==> config.mk <==
export PLATFORM = sky130hd
export DESIGN_NAME = imem_responder_flat
export DESIGN_NICKNAME = d
export VERILOG_FILES = /design/src/rtl/imem_responder_if.sv /design/src/rtl/imem_responder.sv /design/src/flat_wrapper.sv
export SDC_FILE = /design/constraint.sdc
export NUM_CORES = 2
export LEC_CHECK = 0
export BUFFER_PORTS_ARGS = -buffer_cell sky130_fd_sc_hd__buf_2
export CAP_MARGIN = 20
export CORE_MARGIN = 2
export CORE_UTILIZATION = 35
export DETAILED_ROUTE_END_ITERATION = 7
export GPL_TIMING_DRIVEN = 0
export PLACE_DENSITY_LB_ADDON = 0.15
export SLEW_MARGIN = 20
export SYNTH_ARGS = -nofsm -noshare
export SYNTH_HDL_FRONTEND = slang
export SYNTH_SLANG_ARGS = --single-unit
==> constraint.sdc <==
create_clock -name clk -period 2.7 [get_ports clk]
set_input_delay 0.54 -clock clk [delete_from_list [all_inputs] [get_ports clk]]
set_output_delay 0.54 -clock clk [all_outputs]
set_load 0.005 [all_outputs]
==> src/rtl/imem_responder_if.sv <==
// Fetch-side bus of the instruction-memory responder: request/response
// handshakes, program-load write port and busy status.
interface imem_responder_if #(
  parameter int ADDR_W = 8,
  parameter int DATA_W = 16
);
  logic              req_valid_i;
  logic              req_ready_o;
  logic [ADDR_W-1:0] req_addr_i;
  logic              rsp_valid_o;
  logic              rsp_ready_i;
  logic [DATA_W-1:0] rsp_data_o;
  logic [ADDR_W-1:0] rsp_addr_o;
  logic              rsp_err_o;
  logic              wr_en_i;
  logic [ADDR_W-1:0] wr_addr_i;
  logic [DATA_W-1:0] wr_data_i;
  logic              busy_o;

  modport slave (
    input  req_valid_i, req_addr_i, rsp_ready_i, wr_en_i, wr_addr_i, wr_data_i,
    output req_ready_o, rsp_valid_o, rsp_data_o, rsp_addr_o, rsp_err_o, busy_o
  );

  modport master (
    output req_valid_i, req_addr_i, rsp_ready_i, wr_en_i, wr_addr_i, wr_data_i,
    input  req_ready_o, rsp_valid_o, rsp_data_o, rsp_addr_o, rsp_err_o, busy_o
  );
endinterface

==> src/rtl/imem_responder.sv <==
// Instruction-memory responder: one request at a time, fixed-latency response
// held under backpressure. Define IMEM_BOUNDS_EN to flag out-of-range reads.
module imem_responder #(
  parameter int ADDR_W    = 8,
  parameter int DATA_W    = 16,
  parameter int MEM_DEPTH = 128,
  parameter int LATENCY   = 2
) (
  input  logic             clk,
  input  logic             rst_n,
  imem_responder_if.slave  bus
);

  localparam int IDX_W = (MEM_DEPTH > 1) ? $clog2(MEM_DEPTH) : 1;
  localparam logic [ADDR_W:0] DEPTH_L  = (ADDR_W + 1)'(MEM_DEPTH);
  localparam logic [3:0]      CNT_LOAD = 4'(LATENCY - 1);

  typedef enum logic [1:0] {
    IDLE = 2'd0,
    WAIT = 2'd1,
    RESP = 2'd2
  } state_t;

  state_t            state_r;
  state_t            nextState_s;
  logic [3:0]        cnt_r;
  logic [3:0]        cntNext_s;
  logic              accept_s;
  logic              rspValid_r;
  logic [DATA_W-1:0] rspData_r;
  logic [ADDR_W-1:0] rspAddr_r;
  logic              rspErr_r;

  logic [DATA_W-1:0] mem_r [2**IDX_W];
  logic              rdInRange_s;
  logic              wrInRange_s;
  logic [DATA_W-1:0] rdWord_s;
  logic              rdErr_s;

  // Address decode and read-word selection for the request being offered
  always_comb begin
    rdInRange_s = ({1'b0, bus.req_addr_i} < DEPTH_L);
    wrInRange_s = ({1'b0, bus.wr_addr_i} < DEPTH_L);
    if (rdInRange_s) begin
      rdWord_s = mem_r[bus.req_addr_i[IDX_W-1:0]];
    end else begin
      rdWord_s = {DATA_W{1'b0}};
    end
`ifdef IMEM_BOUNDS_EN
    rdErr_s = ~rdInRange_s;
`else
    rdErr_s = 1'b0;
`endif
  end

  // Program-load write port; out-of-range writes are dropped
  always_ff @(posedge clk) begin
    if (bus.wr_en_i && wrInRange_s) begin
      mem_r[bus.wr_addr_i[IDX_W-1:0]] <= bus.wr_data_i;
    end
  end

  // Next-state and latency-counter logic
  always_comb begin
    nextState_s = state_r;
    cntNext_s   = cnt_r;
    accept_s    = 1'b0;
    case (state_r)
      IDLE: begin
        if (bus.req_valid_i) begin
          accept_s = 1'b1;
          if (LATENCY == 1) begin
            nextState_s = RESP;
          end else begin
            nextState_s = WAIT;
            cntNext_s   = CNT_LOAD;
          end
        end else begin
          nextState_s = IDLE;
        end
      end
      WAIT: begin
        cntNext_s = cnt_r - 4'd1;
        if (cnt_r == 4'd1) begin
          nextState_s = RESP;
        end else begin
          nextState_s = WAIT;
        end
      end
      RESP: begin
        if (bus.rsp_ready_i) begin
          nextState_s = IDLE;
        end else begin
          nextState_s = RESP;
        end
      end
      default: begin
        nextState_s = IDLE;
        cntNext_s   = 4'd0;
      end
    endcase
  end

  // State, counter and response registers; the word is captured at accept so
  // later writes cannot disturb an in-flight response
  always_ff @(posedge clk or negedge rst_n) begin
    if (!rst_n) begin
      state_r    <= IDLE;
      cnt_r      <= 4'd0;
      rspValid_r <= 1'b0;
      rspData_r  <= {DATA_W{1'b0}};
      rspAddr_r  <= {ADDR_W{1'b0}};
      rspErr_r   <= 1'b0;
    end else begin
      state_r    <= nextState_s;
      cnt_r      <= cntNext_s;
      rspValid_r <= (nextState_s == RESP);
      if (accept_s) begin
        rspData_r <= rdWord_s;
        rspAddr_r <= bus.req_addr_i;
        rspErr_r  <= rdErr_s;
      end
    end
  end

  assign bus.req_ready_o = (state_r == IDLE);
  assign bus.busy_o      = (state_r != IDLE);
  assign bus.rsp_valid_o = rspValid_r;
  assign bus.rsp_data_o  = rspData_r;
  assign bus.rsp_addr_o  = rspAddr_r;
  assign bus.rsp_err_o   = rspErr_r;

endmodule

==> src/flat_wrapper.sv <==
// flat-port wrapper written by rule: the top's interface ports become plain ports
module imem_responder_flat 
#(
  parameter int ADDR_W    = 8,
  parameter int DATA_W    = 16,
  parameter int MEM_DEPTH = 128,
  parameter int LATENCY   = 2
)
  (clk, rst_n, bus_req_valid_i, bus_req_addr_i, bus_rsp_ready_i, bus_wr_en_i, bus_wr_addr_i, bus_wr_data_i, bus_req_ready_o, bus_rsp_valid_o, bus_rsp_data_o, bus_rsp_addr_o, bus_rsp_err_o, bus_busy_o);
  imem_responder_if #(.ADDR_W(ADDR_W), .DATA_W(DATA_W)) bus_i ();
  input  logic clk;
  input  logic rst_n;
  input wire logic [$bits(bus_i.req_valid_i)-1:0] bus_req_valid_i;
  input wire logic [$bits(bus_i.req_addr_i)-1:0] bus_req_addr_i;
  input wire logic [$bits(bus_i.rsp_ready_i)-1:0] bus_rsp_ready_i;
  input wire logic [$bits(bus_i.wr_en_i)-1:0] bus_wr_en_i;
  input wire logic [$bits(bus_i.wr_addr_i)-1:0] bus_wr_addr_i;
  input wire logic [$bits(bus_i.wr_data_i)-1:0] bus_wr_data_i;
  output wire logic [$bits(bus_i.req_ready_o)-1:0] bus_req_ready_o;
  output wire logic [$bits(bus_i.rsp_valid_o)-1:0] bus_rsp_valid_o;
  output wire logic [$bits(bus_i.rsp_data_o)-1:0] bus_rsp_data_o;
  output wire logic [$bits(bus_i.rsp_addr_o)-1:0] bus_rsp_addr_o;
  output wire logic [$bits(bus_i.rsp_err_o)-1:0] bus_rsp_err_o;
  output wire logic [$bits(bus_i.busy_o)-1:0] bus_busy_o;
  assign bus_i.req_valid_i = bus_req_valid_i;
  assign bus_i.req_addr_i = bus_req_addr_i;
  assign bus_i.rsp_ready_i = bus_rsp_ready_i;
  assign bus_i.wr_en_i = bus_wr_en_i;
  assign bus_i.wr_addr_i = bus_wr_addr_i;
  assign bus_i.wr_data_i = bus_wr_data_i;
  assign bus_req_ready_o = bus_i.req_ready_o;
  assign bus_rsp_valid_o = bus_i.rsp_valid_o;
  assign bus_rsp_data_o = bus_i.rsp_data_o;
  assign bus_rsp_addr_o = bus_i.rsp_addr_o;
  assign bus_rsp_err_o = bus_i.rsp_err_o;
  assign bus_busy_o = bus_i.busy_o;
  imem_responder #(.ADDR_W(ADDR_W), .DATA_W(DATA_W), .MEM_DEPTH(MEM_DEPTH), .LATENCY(LATENCY)) u_core (.clk(clk), .rst_n(rst_n), .bus(bus_i));
endmodule
* Word level (Yosys, flattened, before mapping)
Memory sizes are Yosys's and may differ from the RTL's.
Index checks and enable logic that the tools add are counted.
** Operators by class
- Add/sub/neg operators :: 1
- Order comparisons :: 2
- Eq/ne operators :: 5
- Reductions and logical operators :: 4
- Mux-type cells :: 11
- Bitwise gates (word level) :: 1
** Operators with widths (count)
- less-than comparator 8 bit, second input constant :: 2
- 2-to-1 mux 16 bit :: 1
- case mux 4 bit (3 select lines) :: 1
- case mux 2 bit (3 select lines) :: 1
- 2-to-1 mux 1 bit :: 5
- == test 2 bit, second input constant :: 2
- == test 4 x 1 -> 1 bit, second input constant :: 1
- 2-to-1 mux 2 bit :: 2
- 2-to-1 mux 4 bit :: 1
- subtractor 4 x 1 -> 4 bit, second input constant :: 1
- == test 2 x 1 -> 1 bit, second input constant :: 1
- logical NOT 2 bit :: 1
- != test 2 bit, second input constant :: 1
- AND reduction 2 bit :: 1
- nonzero test 2 bit :: 1
- logical AND 1 bit :: 1
- NOT 1 bit :: 1
** Storage, ports and cells
- Flip-flop bits (word level) :: 31
- RAM bits :: 2048
- Memories kept :: 1
- Input port bits :: 37
- Output and inout port bits :: 28
** Memory list
- u_core.mem_r :: words 128, width 16, read ports 1, clocked after Yosys merged registers in 0, wr ports 1, line imem_responder.sv:34 : logic [DATA_W-1:0] mem_r [2**IDX_W];

* Logic depth before layout (Yosys ltp)
- Depth in word-level cells :: 4
- Gate-level depth with buffers :: 11
- Mapped depth without buffers :: 6

* Worst setup path before layout
No wires, ideal clock.
- Path kind :: input-to-reg
- Start point :: in bus_wr_addr_i[2]
- End point :: mem u_core.mem_r[108][0] (enable)
- Arrival time :: 2.376 ns
- Stages on the path :: 5
- Setup time :: 0.388 ns
- Data required time :: 2.312 ns
- Slack :: -0.065 ns
- Cell sequence :: clkbuf_1 -> or3b_2 -> nand2b_1 -> clkbuf_1 -> nor2_1
** Between the ends
- Cells in the longest elaborated chain, start to end :: 4
** RTL lines
- start: declaration :: line flat_wrapper.sv:17 : input wire logic [$bits(bus_i.wr_addr_i)-1:0] bus_wr_addr_i;
- less-than comparator 8 bit :: line imem_responder.sv:43 : wrInRange_s = ({1'b0, bus.wr_addr_i} < DEPTH_L);
- logical AND 1 bit :: line imem_responder.sv:58 : if (bus.wr_en_i && wrInRange_s) begin
- 2-to-1 mux 1 bit :: line imem_responder.sv:58
- 2-to-1 mux 1 bit (not written as such) :: line imem_responder.sv:59 : mem_r[bus.wr_addr_i[IDX_W-1:0]] <= bus.wr_data_i;
- end: declaration :: line imem_responder.sv:34
Parallel ways exist; a longest one is shown, timed or not.

* Worst setup path after layout
- Start point :: in bus_req_addr_i[3]
- End point :: reg u_core.rspData_r[6], in the netlist u_core.bus.rsp_data_o[6]
** Between the ends
- Cells in the longest elaborated chain, start to end :: 2
- Elaborated cells between the ends (all ways) :: 3
** RTL lines
- start: declaration :: line flat_wrapper.sv:14 : input wire logic [$bits(bus_i.req_addr_i)-1:0] bus_req_addr_i;
- memory (128 x 16 bit) or less-than comparator 8 bit (tied branches)
- 2-to-1 mux 16 bit (*) :: line imem_responder.sv:44 : if (rdInRange_s) begin
- end signal: assignment :: line imem_responder.sv:111 : rspData_r <= {DATA_W{1'b0}};
- end signal: assignment :: line imem_responder.sv:119 : rspData_r <= rdWord_s;
- end: declaration :: line imem_responder.sv:30 : logic [DATA_W-1:0] rspData_r;
Mark *: on every way between the ends. The rest lies on a longest branch, timed or not.
A chain may end at the register's enable or synchronous reset.

==> flow_summary.ini <==
[global_routing]
grtUsageTotal = 0.196
antenna_found_initial = 19
grt_pass1_wl_um = 319000
grt_pass1_vias = 40000
gr-total-overflow = 0
grt_max_degree = 97

[drt]
drtIter0Drc = 4027
route.detailed.drc = 0
via_count = 39100
viasPerCell = 5.35
drt-pass1-iter-count = 5
wl_per_cell_um = 31.3
drt_wl_total_um = 228000
antenna_left = 0

[place]
place_hpwl_um = 154000
place_inst = 6872
port-buffer-count = 59
dp_slack_ns = -2.47
dpl_cell_area_um2 = 86700
place_congestion = 0.862

[critical_path]
criticalPathCategory = input port to flip-flop
cp_data_required_time_ns = 3.48
timing.rr.end = u_core.bus.rsp_data_o[14]
worstReg2RegStart = u_core.state_r[0]
rr_worst_depth = 8
critPathArrivalTime_ns = 3.54
ff2ff_setup_slack_ns = 0.05
cp-start-kind = input port
endpoint_kind = flip-flop
critPathMaxFanout = 10

[yosys]
postSynthAreaPerCell_um2 = 21.8
synthCells = 3677
synth_cell_types = 42
syn_nets = 3716
synth_area_um2 = 80100
synth-seq-cells = 2079
ys_seq_area_frac = 0.777
ys_warn_count = 0

[floorplanning]
die_w_um = 482
start_util = 0.352
die_area_um2 = 233000
io_pins = 65
rows = 175
dieHeight_um = 482
core_area_um2 = 227000

[timing]
setup-violations-final = 1
slew_headroom = 0.286
fin_crit_sh = 1.02
grt_setup_unrepaired = true
worst_slew_pin_slew_ns = 1.07
maxSlewViolCount = 0
max_freq_mhz = 362
hold_viol = 0
min_period_ns = 2.76
setup_ws_ns = -0.0617
fin_skew_ns = 0.0327

[clock_network]
numCtsBuffers = 219
clk_pin_slew_worst_paths_ns = 0.06
clk_latency_ns = 0.85
clock-sinks = 2079
cts_root_buffer = clkbuf_16
cts_tree = built
h-tree-depth = 4
clock_path_buffers = 3

[power_and_ir_drop]
total_power_mw = 68.8
vdd_drop_max_mv = 0.742
leakage_nw = 29.5
powerDensity_nw_per_um2 = 729

[layout]
final_util = 0.415
area_growth_pct = 17.9
final_cell_mix = 2048 x edfxtp_1, 432 x mux4_2, 224 x clkbuf_16
final_area_um2 = 94500
drive_gt1_frac = 0.333
final_common_cell = edfxtp_1
nets = 4137
fin_cells = 7300

[min_path]
min_from = bus_wr_data_i[4]
holdPathStages = 1
hp-class = input port to flip-flop
hold_end = u_core.mem_r[51][4]

[status]
outcome = finished, violations left
violations = setup timing

[flow_run]
maxCapViolations = 0
-- worst max-delay path, cell delays in order --
cell and delay, ns:
buf_2 0.21, buf_4 0.27, clkdlybuf4s15_2 0.41, nand2_1 0.36, clkbuf_2 0.34, o22ai_1 0.12, o21ai_1 0.48, o2111ai_1 0.25
a211o_4 0.43, nand3_1 0.09
-- registers in the layout, indices dropped and copies added, names as in the netlist --
signal and cells:
u_core.bus.rsp_valid_o 1, u_core.state_r 2, u_core.bus.rsp_addr_o 8, u_core.cnt_r 4, u_core.bus.rsp_data_o 16, u_core.mem_r 2048
-- cells by family after synthesis --
logic type	synth area share
AO/OA/AOI/OAI	0.0309
XOR/XNOR	0.000219
AND/OR/NAND/NOR	0.0151
other	0.0000468
buffers and inverters	0.0129
adder cells (fa/ha/maj)	0.000312
flip-flops	0.777
multiplexers	0.163
-- layout make-up --
| type | count | area [µm²] |
|---|---|---|
| sequential | 2079 | 62300 |
| clock buffer | 295 | 5910 |
| clock inverter | 111 | 842 |
| fill | 19800 | 133000 |
| inverter | 7 | 27.5 |
| antenna | 8 | 20.0 |
| tap | 3009 | 3760 |
| timing repair buffer | 203 | 2530 |
| buffer | 207 | 1260 |
| multi-input combinational | 1381 | 17800 |
-- synthesized netlist by cell type, drive strengths merged --
library cell,n,area (µm²)
a211o,16,140
a21oi,66,330
a221o,16,160
a22oi,80,601
a311oi,16,140
and2,1,6.26
and3,16,100
buf,125,691
clkbuf,85,319
clkinv,2,7.51
conb,1,3.75
dfrtp,31,776
edfxtp,2048,61500
ha,2,25.0
inv,5,18.8
mux2,166,1870
mux2i,145,1450
mux4,432,9730
nand2,36,135
nand2b,6,37.5
nand3,26,130
nand3b,5,37.5
nand4,3,18.8
nor2,157,589
nor2b,8,50.1
nor3,2,10.0
nor3b,2,26.3
o2111ai,16,140
o21ai,38,190
o22ai,80,500
o311ai,16,140
o31ai,18,135
or2,1,6.26
or3,2,12.5
or3b,6,52.6
xnor2,2,17.5
-- per-stage QoR --
step	hold WS, ns	TNS (ns)
3_3_place_gp	0.477	-4148.30
2_1_floorplan	0.244	-35.02
6_report	0.0821	-0.0617
4_1_cts	0.00329	0
5_1_grt	0.0448	-0.161
3_5_place_dp	0.479	-1092.69
-- worst max path at each step --
| stage | cells after the start | end | start |
|---|---|---|---|
| 5_1_grt | 9 | u_core.mem_r[58][5] | bus_wr_addr_i[0] |
| 4_1_cts | 8 | u_core.bus.rsp_data_o[0] | u_core.state_r[0] |
| 3_5_place_dp | 9 | u_core.bus.rsp_data_o[13] | bus_req_addr_i[1] |
| 6_report | 10 | u_core.bus.rsp_data_o[6] | bus_req_addr_i[3] |
| 3_3_place_gp | 9 | u_core.bus.rsp_data_o[10] | bus_req_addr_i[2] |
| 2_1_floorplan | 5 | u_core.mem_r[108][0] | bus_wr_addr_i[2] |
-- where the power goes --
| part | leakage [nW] | total [mW] | switching, mW | internal (mW) |
|---|---|---|---|---|
| combinational | 7.41 | 4.23 | 2.69 | 1.54 |
| clock | 3.28 | 28.7 | 12.5 | 16.2 |
| sequential | 18.8 | 35.9 | 0.228 | 35.7 |
| total | 29.5 | 68.8 | 15.4 | 53.4 |
-- layer usage --
| metal | wire length [µm] | global-route usage | up-vias | part of all wire |
|---|---|---|---|---|
| li1 | - | - | 16400 | - |
| met1 | 103000 | 0.284 | 21200 | 0.45 |
| met2 | 108000 | 0.310 | 1161 | 0.47 |
| met3 | 11400 | 0.0277 | 311 | 0.050 |
| met4 | 5940 | 0.0538 | 2 | 0.026 |
| met5 | 13 | 0 | - | 0.000057 |
-- what timing repair did --
item	4_1_cts	5_1_grt
resized for setup	188	43
hold endpoints to repair	43	0
buffers inserted	12	1
endpoints found under the setup margin	359	137
pin swaps	33	10
hold buffers	4	0
No activity file was read; power rests on OpenSTA's default activity.
